===== config.mk =====
export PLATFORM = sky130hd
export DESIGN_NAME = alu_arb
export DESIGN_NICKNAME = d
export VERILOG_FILES = /design/src/rtl/alu_arb.sv
export SDC_FILE = /design/constraint.sdc
export NUM_CORES = 1
export LEC_CHECK = 0
export CAP_MARGIN = 15
export CORE_MARGIN = 8
export CORE_UTILIZATION = 25
export CTS_CLUSTER_DIAMETER = 50
export CTS_CLUSTER_SIZE = 14
export DETAILED_ROUTE_END_ITERATION = 7
export PLACE_DENSITY = 0.63
export SYNTH_ARGS = -nofsm -noshare
export SYNTH_HDL_FRONTEND = slang
export SYNTH_SLANG_ARGS = --single-unit

===== constraint.sdc =====
create_clock -name clk -period 2.5 [get_ports clk]
set_clock_uncertainty 0.15 [all_clocks]
set_input_delay 0.375 -clock clk [delete_from_list [all_inputs] [get_ports clk]]
set_output_delay 0.375 -clock clk [all_outputs]
set_load 0.1 [all_outputs]

===== src/rtl/alu_arb.sv =====
// alu_arb: two-requester front end for one shared ALU.
//
// Requesters present a command (opcode plus two operands) with a valid/ready
// handshake. The arbiter accepts one command at a time, holds alu_en for
// WAIT_CYC cycles, captures the ALU result and returns it to the requester
// that issued the command. Illegal opcodes, and divide with a zero divisor,
// are answered straight away with err=1 and data=0, and the ALU is never
// enabled for them.
//
// Parameters
//   WAIT_CYC            cycles alu_en is held before the result is captured (1-15)
// Build option
//   ALU_ARB_FIXED_PRIO_EN  when defined, requester 0 always wins simultaneous
//                          requests; otherwise arbitration is round-robin.
// Ports
//   clk, rst                          clock, synchronous active-high reset
//   reqN_valid/ready/op/a/b           command channel of requester N
//   rspN_valid/ready/data/err         response channel of requester N
//   alu_en/op/in1/in2, alu_out        shared combinational ALU
//   busy                              high whenever the FSM is not IDLE
//
// state | meaning
// IDLE  | waiting for a command; the grantee sees req_ready
// EXEC  | alu_en high, counting down WAIT_CYC cycles
// RESP  | result held for the grantee until rsp_ready

module alu_arb #(
  parameter int WAIT_CYC = 1
) (
  input  logic        clk,
  input  logic        rst,

  input  logic        req0_valid,
  output logic        req0_ready,
  input  logic [4:0]  req0_op,
  input  logic [31:0] req0_a,
  input  logic [31:0] req0_b,

  input  logic        req1_valid,
  output logic        req1_ready,
  input  logic [4:0]  req1_op,
  input  logic [31:0] req1_a,
  input  logic [31:0] req1_b,

  output logic        rsp0_valid,
  input  logic        rsp0_ready,
  output logic [32:0] rsp0_data,
  output logic        rsp0_err,

  output logic        rsp1_valid,
  input  logic        rsp1_ready,
  output logic [32:0] rsp1_data,
  output logic        rsp1_err,

  output logic        alu_en,
  output logic [4:0]  alu_op,
  output logic [31:0] alu_in1,
  output logic [31:0] alu_in2,
  input  logic [32:0] alu_out,

  output logic        busy
);

  typedef enum logic [1:0] {
    IDLE = 2'd0,
    EXEC = 2'd1,
    RESP = 2'd2
  } state_t;

  localparam logic [3:0] CNT_LOAD = 4'(WAIT_CYC - 1);
  localparam logic [4:0] OP_DIV   = 5'b00101;

  function automatic logic op_legal(input logic [4:0] op);
    case (op)
      5'b00000, 5'b00001, 5'b00010, 5'b00100, 5'b01000,
      5'b00011, 5'b11000, 5'b00110, 5'b00101, 5'b01010: op_legal = 1'b1;
      default:                                          op_legal = 1'b0;
    endcase
  endfunction

  state_t      state_q, state_d;
  logic        id_q, id_d;
  logic [4:0]  op_q, op_d;
  logic [31:0] a_q, a_d;
  logic [31:0] b_q, b_d;
  logic [32:0] data_q, data_d;
  logic        err_q, err_d;
  logic [3:0]  cnt_q, cnt_d;
`ifndef ALU_ARB_FIXED_PRIO_EN
  // Requester favoured on the next simultaneous request.
  logic        prio_q, prio_d;
`endif

  logic        grant_id;
  logic        accept;
  logic        rsp_hs;
  logic [4:0]  sel_op;
  logic [31:0] sel_a;
  logic [31:0] sel_b;
  logic        cmd_ok;

  always_comb begin
`ifdef ALU_ARB_FIXED_PRIO_EN
    grant_id = !req0_valid;
`else
    if (req0_valid && req1_valid) begin
      grant_id = prio_q;
    end else begin
      grant_id = !req0_valid;
    end
`endif
  end

  // rst gates the combinational ready so nothing is handed out during reset.
  assign accept     = (state_q == IDLE) && (req0_valid || req1_valid) && !rst;
  assign req0_ready = accept && !grant_id;
  assign req1_ready = accept && grant_id;

  assign sel_op = grant_id ? req1_op : req0_op;
  assign sel_a  = grant_id ? req1_a  : req0_a;
  assign sel_b  = grant_id ? req1_b  : req0_b;
  assign cmd_ok = op_legal(sel_op) && !((sel_op == OP_DIV) && (sel_b == 32'd0));

  assign rsp_hs = (state_q == RESP) && (id_q ? rsp1_ready : rsp0_ready);

  always_comb begin
    state_d = state_q;
    id_d    = id_q;
    op_d    = op_q;
    a_d     = a_q;
    b_d     = b_q;
    data_d  = data_q;
    err_d   = err_q;
    cnt_d   = cnt_q;
`ifndef ALU_ARB_FIXED_PRIO_EN
    prio_d  = prio_q;
`endif
    case (state_q)
      IDLE: begin
        if (accept) begin
          id_d   = grant_id;
          op_d   = sel_op;
          a_d    = sel_a;
          b_d    = sel_b;
`ifndef ALU_ARB_FIXED_PRIO_EN
          prio_d = !grant_id;
`endif
          if (cmd_ok) begin
            cnt_d   = CNT_LOAD;
            state_d = EXEC;
          end else begin
            data_d  = 33'd0;
            err_d   = 1'b1;
            state_d = RESP;
          end
        end
      end
      EXEC: begin
        if (cnt_q == 4'd0) begin
          data_d  = alu_out;
          err_d   = 1'b0;
          state_d = RESP;
        end else begin
          cnt_d = cnt_q - 4'd1;
        end
      end
      RESP: begin
        if (rsp_hs) begin
          state_d = IDLE;
        end
      end
      default: state_d = IDLE;
    endcase
  end

  always_ff @(posedge clk) begin
    if (rst) begin
      state_q <= IDLE;
      id_q    <= 1'b0;
      op_q    <= 5'd0;
      a_q     <= 32'd0;
      b_q     <= 32'd0;
      data_q  <= 33'd0;
      err_q   <= 1'b0;
      cnt_q   <= 4'd0;
`ifndef ALU_ARB_FIXED_PRIO_EN
      prio_q  <= 1'b0;
`endif
    end else begin
      state_q <= state_d;
      id_q    <= id_d;
      op_q    <= op_d;
      a_q     <= a_d;
      b_q     <= b_d;
      data_q  <= data_d;
      err_q   <= err_d;
      cnt_q   <= cnt_d;
`ifndef ALU_ARB_FIXED_PRIO_EN
      prio_q  <= prio_d;
`endif
    end
  end

  assign alu_en  = (state_q == EXEC);
  assign alu_op  = op_q;
  assign alu_in1 = a_q;
  assign alu_in2 = b_q;
  assign busy    = (state_q != IDLE);

  assign rsp0_valid = (state_q == RESP) && !id_q;
  assign rsp1_valid = (state_q == RESP) && id_q;
  assign rsp0_data  = data_q;
  assign rsp1_data  = data_q;
  assign rsp0_err   = err_q;
  assign rsp1_err   = err_q;

endmodule


# ---- After elaboration in Yosys (flattened, before gate mapping)
# Memories as Yosys holds them, arrays and structs flattened.
# Cells that the tools add are included.
dict set report totals {
  regBits 111
  romBits 32
  inputBits 177
  output_inout_bits 143
  wordCells 67
  memories 1
}
# name words word_bits read_ports rd_ports_with_merged_regs write_ports line_no
set memory_table {}
lappend memory_table {{(no name shown)} 32 1 1 0 0 74} ;# case (op)
dict set report classes {
  addsub 1
  n_eq_ne 9
  n_mux 22
  n_reduce_logical 25
}
# op count
set ops {}
lappend ops {{33-bit two-way mux} 3}
lappend ops {{33-bit case mux with 2 select lines} 1}
lappend ops {{32-bit two-way mux} 2}
lappend ops {{32-bit zero test} 1}
lappend ops {{4-bit two-way mux} 3}
lappend ops {{1-bit logical AND} 10}
lappend ops {{2-bit != test (second input constant)} 5}
lappend ops {{2-bit two-way mux} 4}
lappend ops {{4-bit case mux with 2 select lines} 1}
lappend ops {{4-bit AND reduction} 2}
lappend ops {{2-bit case mux with 3 select lines} 1}
lappend ops {{5-bit by 3-bit == test with 1-bit output (second input constant)} 1}
lappend ops {{1-bit zero test} 5}
lappend ops {{1-bit two-way mux} 5}
lappend ops {{5-bit two-way mux} 1}
lappend ops {{4-bit zero test} 1}
lappend ops {{2-bit nonzero test} 2}
lappend ops {{4-bit by 1-bit subtractor with 4-bit output (second input constant)} 1}
lappend ops {{3-bit AND reduction} 1}
lappend ops {{2-bit by 1-bit == test with 1-bit output (second input constant)} 1}
lappend ops {{2-bit == test (second input constant)} 1}
lappend ops {{2-bit zero test} 1}
lappend ops {{2-bit by 1-bit != test with 1-bit output (second input constant)} 1}
lappend ops {{1-bit case mux with 2 select lines} 1}
lappend ops {{other kinds (2)} 2}

# ---- Logic depth before layout (Yosys ltp)
# Gate-level depths: netlist of run 1.
dict set report depth {
  word_depth 10
  mapped_depth 9
  mapped_depth_nobuf 7
}

# ---- Least setup slack after synthesis of run 1
# OpenSTA, ideal clock, no wires.
dict set report synth_timing {
  path_kind {register to register}
  startpoint {reg state_q[1]}
  endpoint {reg state_q[1]}
  setup_time_ps 89
  arrival_time_ps 3265
  required_ps 2261
  slack_ps -1004
  path_stages_with_launch 5
  synth_period_minus_slack_ps 3504
  cell_sequence {dfxtp_1 -> inv_1 -> nor3b_1 -> a221oi_1 -> nor3_1}
}
dict set report synth_via {
  elab_chain_len 5
  word_cells_on_any_way 11
}
# element line_no
set synth_lines {}
lappend synth_lines {{start: declaration} 81} ;# state_t state_q, state_d;
lappend synth_lines {{start signal: assignment} 190} ;# state_q <= state_d;
lappend synth_lines {{2-bit zero test} {115, 138}}
lappend synth_lines {{1-bit logical AND (2 in series)} 115} ;# assign accept = (state_q == IDLE) && (req0_valid || req1_valid) && !rst;
lappend synth_lines {{2-bit != test (no line)} n/a}
lappend synth_lines {{3-bit AND reduction (no line)} n/a}
# Several ways; a longest one is shown, not always the timed one.
# A chain may end at the register's enable or synchronous reset.

# ---- Final worst setup path of run 1
dict set report layout_timing {
  startpoint {in req0_b[3]}
  endpoint {reg data_q[15], in the netlist rsp0_data[15]}
}
dict set report layout_via {
  elab_chain_len 7
}
# element line_no
set layout_lines {}
lappend layout_lines {{start: declaration} 37} ;# input logic [31:0] req0_b,
lappend layout_lines {{32-bit two-way mux} 121} ;# assign sel_b = grant_id ? req1_b : req0_b;
lappend layout_lines {{32-bit zero test} 122} ;# assign cmd_ok = op_legal(sel_op) && !((sel_op == OP_DIV) && (sel_b == 32'd0));
lappend layout_lines {{1-bit logical AND} 122}
lappend layout_lines {{1-bit zero test} 122}
lappend layout_lines {{1-bit logical AND} 122}
lappend layout_lines {{2-bit != test (no line)} n/a}
lappend layout_lines {{4-bit AND reduction (no line)} n/a}
lappend layout_lines {{end signal: assignment} 195} ;# data_q <= data_d;
lappend layout_lines {{end: declaration} 86} ;# logic [32:0] data_q, data_d;
# Every way passes these cells.

==> results of run 1 <==
worst max-delay path: cells and delay by family:
family,cells,cell delay [ps]
buf+inv,3,840
simple gates,2,670
compound gates,2,470
mux,1,130
synthesized netlist by cell type, types with 2 or more instances:
cell type  count
a211o_1        2
a21o_1         2
a21oi_1        9
a221oi_1       5
a221oi_4       2
a22oi_1        2
a311oi_1      69
buf_1          4
buf_12         3
buf_2          8
buf_4         36
clkbuf_1      37
dfxtp_1      111
ha_1           2
inv_1          7
mux2i_1       33
nand2_1      180
nand2b_1       2
nand3_1       35
nand4_1        6
nor2_1        78
nor3_1         6
nor3b_1        2
nor4_1        14
nor4bb_1       2
o21ai_0        2
o32ai_1        2
flip-flops by register name (all words and copies together), names as in the netlist:
name	flops
alu_op	5
alu_in2	32
rsp0_data	33
state_q	2
cnt_q	4
prio_q	1
rsp0_err	1
alu_in1	32
id_q	1
cell usage in the layout, fill, tap and decap left out, drive strengths merged, types with 3 or more instances in the layout:
cell	n
inv	10
nand3	35
mux2i	34
clkdlybuf4s50	174
nor4	14
nand4	6
nor3b	3
nand2	180
a311oi	69
nor3	6
a22oi	3
a21oi	9
buf	187
dfxtp	111
clkinv	3
clkbuf	11
nor2	79
a221oi	8
routing by layer:
metal | track usage, % | vias up | wire, um | share of wire (%)
li1 | - | 2923 | - | -
met1 | 18.5 | 2665 | 8950 | 40
met2 | 26.6 | 271 | 10500 | 47
met3 | 6.02 | 19 | 2520 | 11
met4 | 4.83 | 2 | 348 | 1.6
met5 | 0 | - | 12 | 0.054
what timing repair did:
action                                  CTS  global route
resized for setup                         2             2
hold buffers                              0             0
endpoints found under the setup margin   35            37
cell families after synthesis:
group	share of synthesized area [%]
adders and majority gates	0.459
muxes	6.52
buffers and inverters	10.4
AOI/OAI and AO/OA	16.6
DFF	40.8
and+or+nand+nor	25.2
final cells by class:
type	instances	share of cell area, %
Clock buffer	11	2.62
Clock inverter	5	0.732
Inverter	9	0.380
Multi-Input combinational cell	469	30.5
Sequential cell	111	25.0
Tap cell	280	3.94
Timing Repair Buffer	362	36.9
worst paths after layout:
check,from,endpoint,slack (ps),cells after the start
max,req0_b[3],rsp0_data[15],100,8
min,rst,rsp0_err,180,2
max reg2reg,state_q[1],rsp0_data[15],330,6
min reg2reg,rsp0_data[25],rsp0_data[25],330,2
power groups by stage:
stage          Clock [mW]  Sequential (mW)  Combinational [mW]
2_1_floorplan           0             3.43               0.813
3_3_place_gp            0             2.12                3.01
3_5_place_dp            0             2.12                3.01
4_1_cts              1.58             2.08                3.01
5_1_grt              1.65             2.11                3.14
6_report             1.51             2.08                2.99
stage by stage:
stage               utilization [%]  TNS [ps]  worst slack, ps  std cells
finish                         41.1         0             99.5       1247
global route                   41.1         0             20.6       1247
CTS                            41.1         0             15.1       1247
detailed placement             39.7    -16160             -438       1231
global placement               39.7    -14770             -394       1231
floorplan                         -         0             28.3        678
==> metrics.md, run 1 <==
| Metric | Value |
|---|---|
| Initial DRC count | about 410 |
| Die Span Y | 164 um |
| Nets | around 1100 |
| Clock Tree Buf Depth | 2 |
| Gpl congestion | 0.809 |
| Drt drc | 0 |
| Synth Instances | 678 |
| Kind of start point of the critical path | input pin |
| Critical Path Fanout Max | 18 |
| Row cnt | 54 |
| Leakage | about 3.8 nW |
| Net Switching | roughly 3.0 mW |
| IR drop worst, VDD | around 0.36 mV |
| Min Tclk post-route | 2400 ps |
| Dpl cell area | about 8600 sq um |
| Reg power frac | 31.6% |
| Fin. max-slew vios | 0 |
| DIE AREA | 26800 sq um |
| Sw frac | a little under half |
| Pint | ~3.6 mW |
| Routed Antenna Nets | 0 |
| Total track usage | about 16% |
| Synthesis-to-finish area growth | 63.2% |
| Number of global-route vias before repair | a little under 6000 |
| Post-synthesis sequential area ratio | around 41% |
| Slew headroom | a little under three fifths |
| Layout fillers | about 2200 |
| Share of the synthesized area in the top cell type | around two fifths |
| Crit path cell chain | clkdlybuf4s50_1 -> nor4_1 -> buf_4 -> nand4_1 -> a221oi_2 -> a22oi_2 -> buf_12 -> mux2i_1 |
| Post-route cell area | approximately 8900 sq um |
| # IOs | 320 |
| Largest net degree at the start of global routing | 85 |
| Crit path DAT | around 2500 ps |
| Clk sink count | between 100 and 150 |
| Critical Path Sink Type | flip-flop |
| Synth Warn # | 0 |
| Multi-input logic area | about 2700 sq um |
| Worst Path Class, Setup | in -> reg |
| Actual slew at the worst max-slew pin | between 600 and 700 ps |
| Synth cell types | 44 |
| Root Buffer | clkbuf_16 |
| Register Area | between 2000 and 2500 sq um |
| Synth Net Count | between 800 and 900 |
| Post-Route WL | ~22000 um |
| Final setup fails | 0 |
| Antenna fix cells | 0 |
| RSZ-0062 raised after global routing | false |
| Post-synth EDFFs | 0 |
| Pwr/cell area | between 700 and 800 nW/um^2 |
| Slowest CP cell | nor4_1 |
| Vias per inst | about 4.7 |
| DR WL/cell | around 18 um |
| Die width | between 150 and 200 um |
| Post-Syn Area | about 5400 sq um |
| Clock Pin Slew Worst Setup and Hold Paths | ~80 ps |
| Num CTS Buffers | 9 |
| Hold crit path type | in -> reg |
| Synth top area cells | dfxtp_1 41%, nand2_1 12%, a311oi_1 11%, mux2i_1 6.1%, nor2_1 5.4% |
| Share of cells above drive strength 1 | a little under a quarter |
| Critical path's largest stage delay | roughly 500 ps |
| Synth async-reset ratio | 0% |
| CTS tree | yes |
| WP data required | roughly 2600 ps |
| # Max-Cap Violations | 0 |
| Crit share post-route | between 90% and 100% |
| Final hold vios | 0 |
| Post-DP HPWL | roughly 17000 um |
| GRT overflow | 0 |
| Vias | about 5900 |
| FF+latch count, synth | roughly 110 |
| Synthesized area per cell | between 8 and 9 sq um |
| Pre-antenna DRT Iters | 4 |
| Status | complete, no violations |
| Initial antenna violation count | 1 |
| H-tree Lvls | 3 |
| Initial core utilization | 25.2% |
| Final Power | about 6.6 mW |
| Fmax | about 0.42 GHz |
| PortBufs | roughly 320 |
| Setup Buffers After CTS | 0 |
| Final hold slack | 179 ps |
| Clock power share | ~23% |
| Logic pwr share | 45.5% |
| First-pass GRT wire length | roughly 33000 um |
| Worst skew pair latency | 350 ps |
| Synth area leader | dfxtp_1 |
| Post-synth top flop | dfxtp_1 |
| CORE AREA | between 20000 and 25000 sq um |
Power figures use the tool's default switching activity.
==> run 2: changes to the inputs <==
--- a/config.mk
+++ b/config.mk
@@ -5,6 +5,7 @@
 export SDC_FILE = /design/constraint.sdc
 export NUM_CORES = 1
 export LEC_CHECK = 0
+export ABC_CLOCK_PERIOD_IN_PS = 2500
 export CAP_MARGIN = 15
 export CORE_MARGIN = 8
 export CORE_UTILIZATION = 25
==> results of run 2 <==
Same layout as run 1: the final DEF is identical, and so are final timing and power.
